[config.mk]
export PLATFORM = sky130hd
export DESIGN_NAME = proc_seq_ctrl
export DESIGN_NICKNAME = d
export VERILOG_FILES = /design/src/rtl/proc_seq_ctrl.sv
export SDC_FILE = /design/constraint.sdc
export NUM_CORES = 1
export LEC_CHECK = 0
export CORE_ASPECT_RATIO = 1.4
export CORE_UTILIZATION = 30
export DETAILED_ROUTE_END_ITERATION = 10
export SYNTH_ARGS = -nofsm -noshare
export SYNTH_HDL_FRONTEND = slang
export SYNTH_SLANG_ARGS = --single-unit
export TNS_END_PERCENT = 30
[constraint.sdc]
create_clock -name Clock -period 3.3 [get_ports Clock]
set_clock_uncertainty 0.2 [all_clocks]
set_input_delay 0.825 -clock Clock [delete_from_list [all_inputs] [get_ports Clock]]
set_output_delay 0.825 -clock Clock [all_outputs]
set_load 0.1 [all_outputs]
[src/rtl/proc_seq_ctrl.sv]
// rtl/proc_seq_ctrl.sv - ROM-driven instruction sequencer for the MV/MVI/ADD/SUB datapath processor
module proc_seq_ctrl #(
    parameter int       ADDR_W   = 5,
    parameter logic [2:0] OPC_MVI  = 3'd1,
    parameter logic [2:0] OPC_HALT = 3'd7,
    parameter int       TIMEOUT  = 15
) (
    input  logic              Clock,
    input  logic              Resetn,
    input  logic              Start,
    input  logic [ADDR_W-1:0] Start_addr,
    input  logic              Step_mode,
    input  logic              Step,
    input  logic              Stop,
    output logic [ADDR_W-1:0] Rom_addr,
    input  logic [15:0]       Rom_data,
    output logic [15:0]       DIN,
    output logic              Run,
    input  logic              Done,
    output logic              Busy,
    output logic              Halted,
    output logic              Timeout_err,
    output logic [ADDR_W-1:0] PC,
    output logic [15:0]       Instr_count
);

    typedef enum logic [2:0] {
        S_IDLE, S_FETCH, S_DECODE, S_IMM, S_ISSUE, S_EXEC, S_PAUSE
    } state_t;

    // Last EXEC cycle index before the Done watchdog fires
    localparam logic [7:0] TO_LAST = 8'(TIMEOUT - 1);

    state_t      state;
    state_t      state_nxt;
    logic [15:0] instr;
    logic [15:0] imm;
    logic [7:0]  tcnt;
    logic        is_mvi;
    logic        tcnt_last;

    assign is_mvi    = (instr[8:6] == OPC_MVI);
    assign tcnt_last = (tcnt == TO_LAST);

    // State register; reset forces IDLE so Run/DIN drop without waiting for a clock
    always_ff @(posedge Clock or negedge Resetn) begin
        if (!Resetn) state <= S_IDLE;
        else         state <= state_nxt;
    end

    // Next-state decode; the opcode is inspected straight off the ROM bus in DECODE
    always_comb begin
        state_nxt = state;
        case (state)
            S_IDLE:   if (Start) state_nxt = S_FETCH;
            S_FETCH:  state_nxt = S_DECODE;
            S_DECODE: begin
                if (Rom_data[8:6] == OPC_HALT)     state_nxt = S_IDLE;
                else if (Rom_data[8:6] == OPC_MVI) state_nxt = S_IMM;
                else                               state_nxt = S_ISSUE;
            end
            S_IMM:    state_nxt = S_ISSUE;
            S_ISSUE:  state_nxt = S_EXEC;
            S_EXEC: begin
                if (Done) begin
                    if (Stop)           state_nxt = S_IDLE;
                    else if (Step_mode) state_nxt = S_PAUSE;
                    else                state_nxt = S_FETCH;
                end else if (tcnt_last) begin
                    state_nxt = S_IDLE;
                end
            end
            S_PAUSE: begin
                if (Stop)      state_nxt = S_IDLE;
                else if (Step) state_nxt = S_FETCH;
            end
            default:  state_nxt = S_IDLE;
        endcase
    end

    // Output decode from registered state only: ROM address, processor DIN and Run
    always_comb begin
        Rom_addr = PC;
        DIN      = 16'h0000;
        Run      = 1'b0;
        case (state)
            S_DECODE: Rom_addr = PC + ADDR_W'(1);
            S_ISSUE: begin
                DIN = instr;
                Run = 1'b1;
            end
            S_EXEC:   DIN = is_mvi ? imm : instr;
            default:  ;
        endcase
    end

    // Datapath: PC, instruction/immediate latches, Done watchdog, status flags
    always_ff @(posedge Clock or negedge Resetn) begin
        if (!Resetn) begin
            PC          <= '0;
            instr       <= 16'h0000;
            imm         <= 16'h0000;
            tcnt        <= 8'd0;
            Instr_count <= 16'h0000;
            Halted      <= 1'b0;
            Timeout_err <= 1'b0;
            Busy        <= 1'b0;
        end else begin
            Busy <= (state_nxt != S_IDLE);
            case (state)
                S_IDLE: begin
                    if (Start) begin
                        PC          <= Start_addr;
                        Instr_count <= 16'h0000;
                        Halted      <= 1'b0;
                        Timeout_err <= 1'b0;
                    end
                end
                S_DECODE: begin
                    instr <= Rom_data;
                    if (Rom_data[8:6] == OPC_HALT) Halted <= 1'b1;
                end
                S_IMM:   imm  <= Rom_data;
                S_ISSUE: tcnt <= 8'd0;
                S_EXEC: begin
                    tcnt <= tcnt + 8'd1;
                    if (Done) begin
                        PC          <= PC + (is_mvi ? ADDR_W'(2) : ADDR_W'(1));
                        Instr_count <= Instr_count + 16'd1;
                    end else if (tcnt_last) begin
                        Timeout_err <= 1'b1;
                    end
                end
                default: ;
            endcase
        end
    end

endmodule

# ---- Yosys cells after proc, flatten, opt, wreduce, memory -nomap -nowiden
# Index checks and enable logic that the tools add are counted.
dict set report classes {
  add_sub_neg 4
  n_eq_ne 15
  n_mux 28
  n_reduce_logical 8
}
# cell count
set ops {}
lappend ops {{case mux 16 bit (2 select lines)} 2}
lappend ops {{two-way mux 16 bit} 3}
lappend ops {{two-way mux 3 bit} 9}
lappend ops {{case mux 3 bit (7 select lines)} 1}
lappend ops {{adder 16 x 1 -> 16 bit, second input constant} 1}
lappend ops {{case mux 8 bit (2 select lines)} 1}
lappend ops {{two-way mux 5 bit} 3}
lappend ops {{== test 3 bit, second input constant} 4}
lappend ops {{inequality test 2 bit, second input constant} 5}
lappend ops {{case mux 5 bit (2 select lines)} 1}
lappend ops {{== test 3 x 1 -> 1 bit, second input constant} 3}
lappend ops {{adder 8 x 1 -> 8 bit, second input constant} 1}
lappend ops {{== test 8 x 4 -> 1 bit, second input constant} 1}
lappend ops {{== test 3 x 2 -> 1 bit, second input constant} 2}
lappend ops {{AND reduction 3 bit} 2}
lappend ops {{nonzero test 2 bit} 3}
lappend ops {{adder 5 x 1 -> 5 bit, second input constant} 1}
lappend ops {{adder 5 x 2 -> 5 bit} 1}
lappend ops {{two-way mux 1 bit} 5}
lappend ops {{case mux 1 bit (2 select lines)} 2}
lappend ops {{AND reduction 4 bit} 1}
lappend ops {{logical NOT 3 bit} 1}
lappend ops {{nonzero test 3 bit} 1}
lappend ops {{two-way mux 2 bit} 1}
dict set report word_totals {
  wordCells 64
  ff_bits 67
}

# ---- Depth between registers and ports, before layout
# Gate-level depths: netlist of run 1.
dict set report logic_depth {
  depth_word 5
  ltp_mapped 7
  mapped_depth_nobuf 7
}

# ---- Least setup slack after synthesis of run 1
# OpenSTA, ideal clock, no wires.
dict set report synth_timing {
  path_type {reg-to-output}
  from {register PC[1]}
  to {output Rom_addr[1]}
  t_required_ns 2.275
  arrival_ns 3.336
  setup_slack_ns -1.061
  path_stages_with_launch 3
  n_path_buf 0
  path_cell_list {dfrtp_1 > inv_1 > o21ai_0}
}
dict set report synth_via {
  elab_chain_len 2
}
# element line
set synth_lines {}
lappend synth_lines {{from (decl)} 23} ;# output logic [ADDR_W-1:0] PC,
lappend synth_lines {{from (signal assigned)} 113} ;# PC <= Start_addr;
lappend synth_lines {{from (signal assigned)} 128} ;# PC <= PC + (is_mvi ? ADDR_W'(2) : ADDR_W'(1));
lappend synth_lines {{adder 5 x 1 -> 5 bit} 87} ;# S_DECODE: Rom_addr = PC + ADDR_W'(1);
lappend synth_lines {{two-way mux 5 bit (*)} 86} ;# case (state)
lappend synth_lines {{to (decl)} 15} ;# output logic [ADDR_W-1:0] Rom_addr,
# Mark *: on every way between the ends. The rest lies on a longest branch, timed or not.

# ---- Worst setup path after layout of run 1
dict set report layout_timing {
  from {register instr[8]}
  to {output DIN[15]}
}
dict set report layout_via {
  elab_chain_len 3
}
# element line
set layout_lines {}
lappend layout_lines {{from (decl)} 36} ;# logic [15:0] instr;
lappend layout_lines {{from (signal assigned)} 120} ;# instr <= Rom_data;
lappend layout_lines {{== test 3 x 1 -> 1 bit} 42} ;# assign is_mvi = (instr[8:6] == OPC_MVI);
lappend layout_lines {{two-way mux 16 bit} 92} ;# S_EXEC: DIN = is_mvi ? imm : instr;
lappend layout_lines {{case mux 16 bit (2 select lines)} 86}
lappend layout_lines {{to (decl)} 17} ;# output logic [15:0] DIN,
# No other way between the ends.

==> results of run 1 <==
-- logic make-up (layout without fill, tap and decap cells) --
family | after synthesis | after routing
AOI/OAI and AO/OA | 79 | 79
muxes | 37 | 37
DFF | 67 | 67
xor gates and xnor gates | 9 | 9
adders and majority gates | 7 | 7
buffers and inverters | 27 | 113
and+or+nand+nor | 96 | 96
-- Yosys cell counts (2+ instances only) --
| cell | n |
|---|---|
| sky130_fd_sc_hd__dfrtp_1 | 67 |
| sky130_fd_sc_hd__mux2_2 | 30 |
| sky130_fd_sc_hd__nand2_1 | 25 |
| sky130_fd_sc_hd__a21oi_1 | 18 |
| sky130_fd_sc_hd__a22o_1 | 17 |
| sky130_fd_sc_hd__nor2_1 | 16 |
| sky130_fd_sc_hd__o21ai_0 | 14 |
| sky130_fd_sc_hd__clkbuf_1 | 11 |
| sky130_fd_sc_hd__nand3_1 | 10 |
| sky130_fd_sc_hd__inv_1 | 9 |
| sky130_fd_sc_hd__xnor2_1 | 8 |
| sky130_fd_sc_hd__buf_2 | 6 |
| sky130_fd_sc_hd__ha_1 | 6 |
| sky130_fd_sc_hd__nand4_1 | 6 |
| sky130_fd_sc_hd__mux2i_1 | 5 |
| sky130_fd_sc_hd__nand3b_1 | 5 |
| sky130_fd_sc_hd__nor3_1 | 5 |
| sky130_fd_sc_hd__a21o_1 | 4 |
| sky130_fd_sc_hd__a31oi_1 | 4 |
| sky130_fd_sc_hd__a211oi_2 | 3 |
| sky130_fd_sc_hd__and3_1 | 3 |
| sky130_fd_sc_hd__nand2b_1 | 3 |
| sky130_fd_sc_hd__nor4b_1 | 3 |
| sky130_fd_sc_hd__or4_1 | 3 |
| sky130_fd_sc_hd__or4b_1 | 3 |
| sky130_fd_sc_hd__a41o_1 | 2 |
| sky130_fd_sc_hd__and3b_1 | 2 |
| sky130_fd_sc_hd__mux2_1 | 2 |
| sky130_fd_sc_hd__nor3b_1 | 2 |
| sky130_fd_sc_hd__o211ai_1 | 2 |
| sky130_fd_sc_hd__o22ai_1 | 2 |
| sky130_fd_sc_hd__o31ai_1 | 2 |
| sky130_fd_sc_hd__or3_1 | 2 |
-- sequential cells by signal, summed over array words and instances (netlist names) --
name / cells
state: 3
Busy: 1
Instr_count: 16
Timeout_err: 1
tcnt: 8
Halted: 1
PC: 5
imm: 16
instr: 16
-- cell type report --
type	count	share of cell area [%]
Clock inverter	5	2.02
Inverter	9	0.682
Clock buffer	11	4.90
Timing Repair Buffer	88	20.4
Tap cell	144	3.64
Sequential cell	67	33.8
Multi-Input combinational cell	228	34.5
-- critical path, cell delays in order, from the launching register on --
cell and delay, ns:
sky130_fd_sc_hd__dfrtp_1 0.39, sky130_fd_sc_hd__or3b_2 0.55, sky130_fd_sc_hd__inv_1 0.12, sky130_fd_sc_hd__a21oi_1 0.07, sky130_fd_sc_hd__buf_4 0.20, sky130_fd_sc_hd__a22o_1 0.29, sky130_fd_sc_hd__buf_12 0.18
-- metal layers --
metal  GRT usage (%)  vias up  part of all wire, %
met4            6.24        0                  1.7
met1            18.0     1402                   40
met2            27.4       89                   53
li1                -     1359                    -
met3            3.81       11                  5.6
met5               0        -                    0
-- what timing repair did --
action	in CTS	in global routing
endpoints found under the setup margin	0	10
resized for setup	0	1
hold buffers	0	0
-- stage by stage --
| stage | worst slack [ns] | instances |
|---|---|---|
| after CTS | 0.0216 | 552 |
| final | 0.142 | 552 |
| after global routing | 0.0295 | 552 |
| after detailed placement | 0.288 | 536 |
| after floorplan | -0.766 | 322 |
| after global placement | 0.323 | 536 |
-- worst max path at each step --
stage	slack, ns	cells after the start	end	from
after floorplan	-0.77	5	Rom_addr[4]	state[1]$_DFF_PN0_
after global placement	0.32	5	Instr_count[13]$_DFFE_PN0P_	Start
after detailed placement	0.29	5	Instr_count[13]$_DFFE_PN0P_	Start
after CTS	0.02	5	DIN[5]	instr[8]$_DFFE_PN0P_
after global routing	0.03	5	DIN[3]	instr[8]$_DFFE_PN0P_
final	0.14	6	DIN[15]	instr[8]$_DFFE_PN0P_
-- where the power goes --
| part | leakage, nW | switching (W) | internal [W] |
|---|---|---|---|
| Sequential | 0.842 | 0.000250 | 0.00112 |
| Clock | 0.169 | 0.000340 | 0.000756 |
| Combinational | 1.16 | 0.00198 | 0.00109 |
==> results summary, run 1 <==
The flow ran to the end, and the final reports show no timing, DRC or antenna violations. The maximum fanout encountered on the critical timing path is 13. The worst register-to-register path begins at state[0]$_DFF_PN0_.

The placed standard-cell area came out at around 4600 um2. The HPWL after detailed placement came out at 6.50 mm. In this run the horizontal extent of the chip is 93.1 um. The library cell used most frequently in the layout, excluding fill and tap cells, is sky130_fd_sc_hd__dfrtp_1. The worst hold path begins at tcnt[7]$_DFFE_PN0P_. Summing the areas of all and, or, nand and nor instances in the mapped netlist gives roughly 16% of the synthesized area. The first detailed-routing pass took 4 iterations. The proportion of synthesized area in mux cells is 11.8%.

The detail-routed via count per cell is 5.18. The number of post-CTS setup repair buffers came out at 0. Yosys attributes the largest share of cell area to sky130_fd_sc_hd__dfrtp_1 48%, sky130_fd_sc_hd__mux2_2 9.7%, sky130_fd_sc_hd__a22o_1 4.3%, sky130_fd_sc_hd__nand2_1 2.7%, sky130_fd_sc_hd__a21oi_1 2.6%. Counting flops and latches in the post-synthesis netlist gives 67. The worst hold path terminates at tcnt[7]$_DFFE_PN0P_.

The sequential-to-total area share from yosys stat came out at 48.1%. The final routed wire length divided by cell count is about 16 um. Counting every net in the synthesized netlist gives 357. The maximum vdd drop is 0.645 mV.

The number of fillers in the final layout came out at 1042. The worst min-delay path class is flop to flop. In the layout the commonest cells are 67 x sky130_fd_sc_hd__dfrtp_1, 38 x sky130_fd_sc_hd__buf_4, 30 x sky130_fd_sc_hd__mux2_2.

The global-route wire length before repair came out at 14.6 mm. The initial DRC count is 161. The count of antenna-violating nets left after detailed routing came out at 0.

After clock tree synthesis, the clock-pin slew on the worst setup and hold paths is 0.05 ns. The total wire length after detailed routing is 8.86 mm. The required time of the critical path is 2.27 ns. The data arrival time of the worst path came out at 2.13 ns. The number of different library cells used by synthesis comes to 55. Power spread over the standard cell area amounts to 1120 nW/um2. The initialized floorplan defines 46 standard-cell rows. The clock period could shrink to 3.16 ns.

The initial antenna violation count came out at 0. Overall power consumption after layout is estimated at 0.00553 W. For this run, design rule violations remaining after detail routing come to 0. The congestion estimate from routability-driven global placement came to 0.810.

The post-synthesis share of cell area spent on full adders, half adders and majority gates came out at 2.73%. In the final layout, flip-flops and latches occupy 1680 um2. The share of the core filled with cells came out at 43.7%. Entering global routing, the biggest net connects between 40 and 50 pins. The depth of the most critical reg-to-reg path came out at 5. The clock sink count came out at 67. The number of hold violations in the final report came out at 0.

The share of flip-flops with an asynchronous set or reset after synthesis came out at between 90% and 100%. The xor/xnor cell area share of the yosys netlist is 2.26%. The total setup violations reported at the end of the flow is 0. The die area is 12100 um2. On the final layout, the worst hold slack is 0.269 ns. The combined global-route utilization of all metal layers is 15.5%. The number of global-route vias before repair came out at 2887. The max-slew violation total from the final report came to 0.

The sum of negative setup slack is 0 ns. The slew at the pin closest to its max-slew limit is 0.637 ns. After layout, the worst path uses a little over nine tenths of the clock period. The clock root buffer master is sky130_fd_sc_hd__clkbuf_16. In this run the critical register-to-register path is captured at Instr_count[13]$_DFFE_PN0P_. The number of diodes is 0. The number of buffers created by CTS came out at 9. For this run, the number of Yosys warnings is 0. In this run the count of I/O pins placed on the die edge is 74. The count of buffers from port buffering came out at 73. TritonCTS built the clock tree. The worst setup path is captured at an output port.

sky130_fd_sc_hd__dfrtp_1 takes more of the synthesized area than any other cell. The minimum setup slack among reg-to-reg paths came out at ~0.88 ns. The share of layout cells above drive strength 1 came out at 28.9%.

The leftover overflow at the end of global routing came out at 0. At the later pin of the worst-skew pair, clock insertion delay measures 0.33 ns. The floorplan core area is around 11000 um2. The analysis attributes to cell leakage a power of between 2 and 2.5 nW. For this configuration, the core starts out at a cell density of 30.7%. The cell area that synthesis handed to floorplanning was ~3500 um2. Summing over every cut layer, the via total after detailed routing is 2861.

The multi-input combinational cells in the finished layout cover a total of 1710 um2. Counting instances, the worst hold path has a depth of 1. After technology mapping, the gate count stands at roughly 320. The nature of the critical path startpoint is a flop. Headroom to the max-slew limit came out at 57.5%. The height of the die came out at 130 um. Setup repair after global routing left no endpoint under its margin.

By area, the combinational part of the netlist is dominated by compound AO/OA/AOI/OAI gates. In the synthesized netlist the dominant register cell turns out to be sky130_fd_sc_hd__dfrtp_1. The synthesized area divided by synthesized cell count is 10.8 um2.

The count of H-tree levels built during CTS is 3. The final instance area is 4950 um2. The post-synthesis compound-gate area fraction is 16.2%. The worst setup path is of the flop to output port kind. The number of nets in the layout came out at 438. The area growth from synthesis to final layout is 42.1%. The number of buffers on the longest clock path came out at 2.

The maximum clock frequency is 317 MHz. The number of synthesized flops with an enable pin is 0. The share of the synthesized area in the top cell type is 48.1%.

The total of max-cap violations is 0.
Note: power is estimated with default switching activity, not from simulation.
==> inputs of run 2 (changes only) <==
ABC_CLOCK_PERIOD_IN_PS = 3300   (was default)
==> results of run 2 <==
Final layout, timing and power as in run 1 (identical DEF).
==> inputs of run 3 (changes only) <==
--- a/config.mk
+++ b/config.mk
@@ -8,6 +8,7 @@
 export ABC_CLOCK_PERIOD_IN_PS = 3300
 export CORE_ASPECT_RATIO = 1.4
-export CORE_UTILIZATION = 30
+export CORE_UTILIZATION = 43
 export DETAILED_ROUTE_END_ITERATION = 10
+export PLACE_DENSITY = 0.69
 export SYNTH_ARGS = -nofsm -noshare
 export SYNTH_HDL_FRONTEND = slang
--- a/constraint.sdc
+++ b/constraint.sdc
@@ -3,3 +3,3 @@
 set_input_delay 0.825 -clock Clock [delete_from_list [all_inputs] [get_ports Clock]]
 set_output_delay 0.825 -clock Clock [all_outputs]
-set_load 0.1 [all_outputs]
+set_load 0.02 [all_outputs]
==> run 3 against run 2 <==
Compared with the run above: utilization rose by 14 points; critical path depth did not move; register-to-register slack improved by 0.05 ns; first-iteration DRC count fell by 6.2%; clock-buffer cell count rose by 1; via count fell by 0.87%; routed wire length fell by 9.2%; worst hold slack improved by 0.0021 ns; critical endpoint is now DIN[13].
==> results summary, run 3 (same netlist as run 1, synthesis figures left out) <==
The buffers plus inverters on the worst setup path was 3 (unchanged). The power per cell area came out at 796 nW/um2 (-29%). The number of buffers inserted by hold repair at cts is 0 (unchanged). The count of antenna-violating nets left after detailed routing was 0 (unchanged). The clock period minus final worst setup slack is 3.21 ns (+0.0566 ns). The initial DRC count was 151 (-6.2%).

The share of the core filled with cells came out at 58.2% (+14 points). The post-CTS clock slew at the launch and capture registers of the worst setup and hold paths is 0.07 ns (+0.02 ns). The count of buffers from port buffering is 73 (unchanged). The horizontal extent of the die came out at 78.1 um (-16%). The count of boundary I/O pins came out at 74 (unchanged).

The number of remaining DRC errors came out at 0 (unchanged). The slew at the pin closest to its max-slew limit came out at 0.841 ns (+0.204 ns). The global-route wire length before repair was 13.6 mm (-6.9%). The maximum vdd drop was 0.496 mV (-23%). The placed standard-cell area is 4380 um2 (-5.0%).

The internal cell power came out at 0.00223 W (-25%). met2 is the most crowded layer. The floorplan core area is 7800 um2 (-31%).

The slowest stage of the critical path is the sky130_fd_sc_hd__or3b_2 cell. The smallest setup slack after layout is 0.0850 ns (-0.0566 ns). Setup repair after global routing left no endpoint under its margin. The height of the die was 109 um (-16%).

Leaving out fill and tap cells, the most frequent cell in the layout is sky130_fd_sc_hd__dfrtp_1. The leftover overflow at the end of global routing is 0 (unchanged). The total number of vias is 2836 (-0.87%). The switching share of total power is 38.4% (-8.1 points).

The count of H-tree levels built during CTS came out at 3 (unchanged). The worst slew margin relative to its limit came to 43.9% (-14 points). The delay contributed by the slowest stage of the critical path came out at 0.46 ns (-0.09 ns). The global-route track usage on met1 came out at 26.5% (+8.5 points). The HPWL after detailed placement came to 5.56 mm (-14%). The clock sink count came out at 67 (unchanged).

The worst setup path is of the flop to output port kind. The number of diodes came out at 0 (unchanged). Grouping stages by cell kind, the critical path spends the most delay in buffers and inverters. The number of core rows came to 38 (-17%). The die area is 8480 um2 (-30%). Traced cell by cell, the critical path runs through or3b_2 -> buf_4 -> nor2_1 -> buf_6 -> a22o_1 -> dlygate4sd2_1. The worst setup slack before clock tree synthesis is -0.134 ns (-0.422 ns). The number of detailed-route iterations in the first pass came out at 4 (unchanged). The number of buffers created by CTS came out at 9 (unchanged). The worst-skew pair later-pin latency came out at 0.35 ns (+0.02 ns). The required time of the critical path came out at 2.27 ns (about the same). The total setup violations reported at the end of the flow was 0 (unchanged). The clock root buffer master is sky130_fd_sc_hd__clkbuf_8. The total power came out at 0.00361 W (-35%).

The area growth from synthesis to final layout came out at 30.2%. The top cell types in the final layout, fill and taps aside, are 67 x sky130_fd_sc_hd__dfrtp_1, 53 x sky130_fd_sc_hd__clkdlybuf4s50_1, 30 x sky130_fd_sc_hd__mux2_2. The share of layout cells above drive strength 1 came out at 18.9% (-10 points). The detail-routed via count per cell is 5.58 (+7.7%).

TritonCTS built the clock tree. STA classifies the critical path startpoint as a flop. The flow ran to the end, and the final reports show no timing, DRC or antenna violations. The met3 demand-to-capacity share in global routing is 4.39% (+0.57 points).

The number of nets in the layout is 440 (+0.46%). The final routed wire length divided by cell count came to 15.8 um (-1.3%). The total of max-cap violations was 0 (unchanged).

The worst min-delay path class is flop to flop. The met2 capacity usage during global routing was 33.6% (+6.3 points). The number of global-route vias before repair is 2766 (-4.2%).

The maximum fanout encountered on the critical timing path came out at 15 (+2). The proportion of power drawn by combinational gates is 46.2% (-9.3 points). The final instance area came out at 4540 um2 (-8.4%). The total wire length after detailed routing came out at 8.05 mm (-9.2%). The switching power total came out at 0.00138 W (-46%).

The max-slew violation total from the final report came to 0 (unchanged). In the final layout, the registers with the most flip-flops are Instr_count x16, imm x16, instr x16. The maximum clock frequency came to 311 MHz (-1.8%). The data arrival time of the worst path is 2.19 ns (+0.06 ns). The post-route clock period utilization came out at 97.4% (+1.7 points).

The leakage power summed over all cells is 1.99 nW (-8.1%). The number of buffers on the longest clock path came out at 2 (unchanged). The combined global-route utilization of all metal layers is 21.0% (+5.5 points). The starting density of the core came out at 44.7% (+14 points). The relative contribution of sequential cells to total power came out at 37.1% (+12 points).

The pin count of the biggest net entering global routing came out at 68 (+58%). The nature of the critical path endpoint is an output port. The portion of total power attributed to the clock network is 16.6% (-3.2 points). The initial antenna violation count came out at 0 (unchanged). The weighted congestion at the end of routability-driven global placement was 0.813 (+0.33%). The number of hold violations in the final report came to 0 (unchanged).
run 3: per-stage QoR:
| step | hold WS, ns | TNS, ns | instances |
|---|---|---|---|
| 3_5_place_dp | 0.263 | -1.65 | 492 |
| 3_3_place_gp | 0.256 | -1.67 | 492 |
| 5_1_grt | 0.287 | 0 | 508 |
| 4_1_cts | 0.273 | 0 | 506 |
| 6_report | 0.271 | 0 | 508 |
| 2_1_floorplan | 0.232 | 0 | 322 |
run 3: cell type report:
| type | count | area [um2] |
|---|---|---|
| multi-input cells | 228 | 1710 |
| well taps | 100 | 125 |
| inverters | 9 | 33.8 |
| fillers | 711 | 3260 |
| clock buffers | 12 | 155 |
| flip-flops and latches | 67 | 1680 |
| clock inverters | 2 | 12.5 |
| repair buffers | 90 | 827 |
run 3: worst register-to-register path, stage by stage, from the launching register on:
cell                      delay [ns]
sky130_fd_sc_hd__dfrtp_1        0.41
sky130_fd_sc_hd__buf_4          0.22
sky130_fd_sc_hd__or4b_1         0.71
sky130_fd_sc_hd__a21oi_1        0.38
sky130_fd_sc_hd__a21oi_1        0.11
sky130_fd_sc_hd__a31o_2         0.23
run 3: routing by layer:
layer	part of all wire, %	up-vias	wire [um]
li1	-	1363	-
met1	44	1378	3560
met2	48	84	3880
met3	5.5	11	443
met4	2.1	0	169
met5	0	-	0
run 3: power groups by stage:
stage | Combinational (W) | Sequential [W] | Clock (W)
global route | 0.00183 | 0.00139 | 0.000657
CTS | 0.00168 | 0.00134 | 0.000619
global placement | 0.00168 | 0.00135 | 0
finish | 0.00167 | 0.00134 | 0.000601
detailed placement | 0.00173 | 0.00135 | 0
floorplan | 0.00105 | 0.00135 | 0
run 3: worst paths after layout:
check | startpoint | end | slack (ns) | cells past startpoint
worst max-delay path | instr[7]$_DFFE_PN0P_ | DIN[13] | 0.09 | 6
worst min-delay path | tcnt[7]$_DFFE_PN0P_ | tcnt[7]$_DFFE_PN0P_ | 0.27 | 1
worst max register to register | state[0]$_DFF_PN0_ | Instr_count[11]$_DFFE_PN0P_ | 0.93 | 5
worst min register to register | tcnt[7]$_DFFE_PN0P_ | tcnt[7]$_DFFE_PN0P_ | 0.27 | 1
max in group asynchronous | Resetn | state[2]$_DFF_PN0_ | 1.88 | 2
min in group asynchronous | Resetn | PC[0]$_DFFE_PN0P_ | 0.46 | 2
run 3: repair_timing:
action,in CTS,in global routing
hold endpoints to repair,0,0
setup endpoints to repair,16,17
pin swaps,1,1
buffers inserted,0,2
resized for setup,18,19
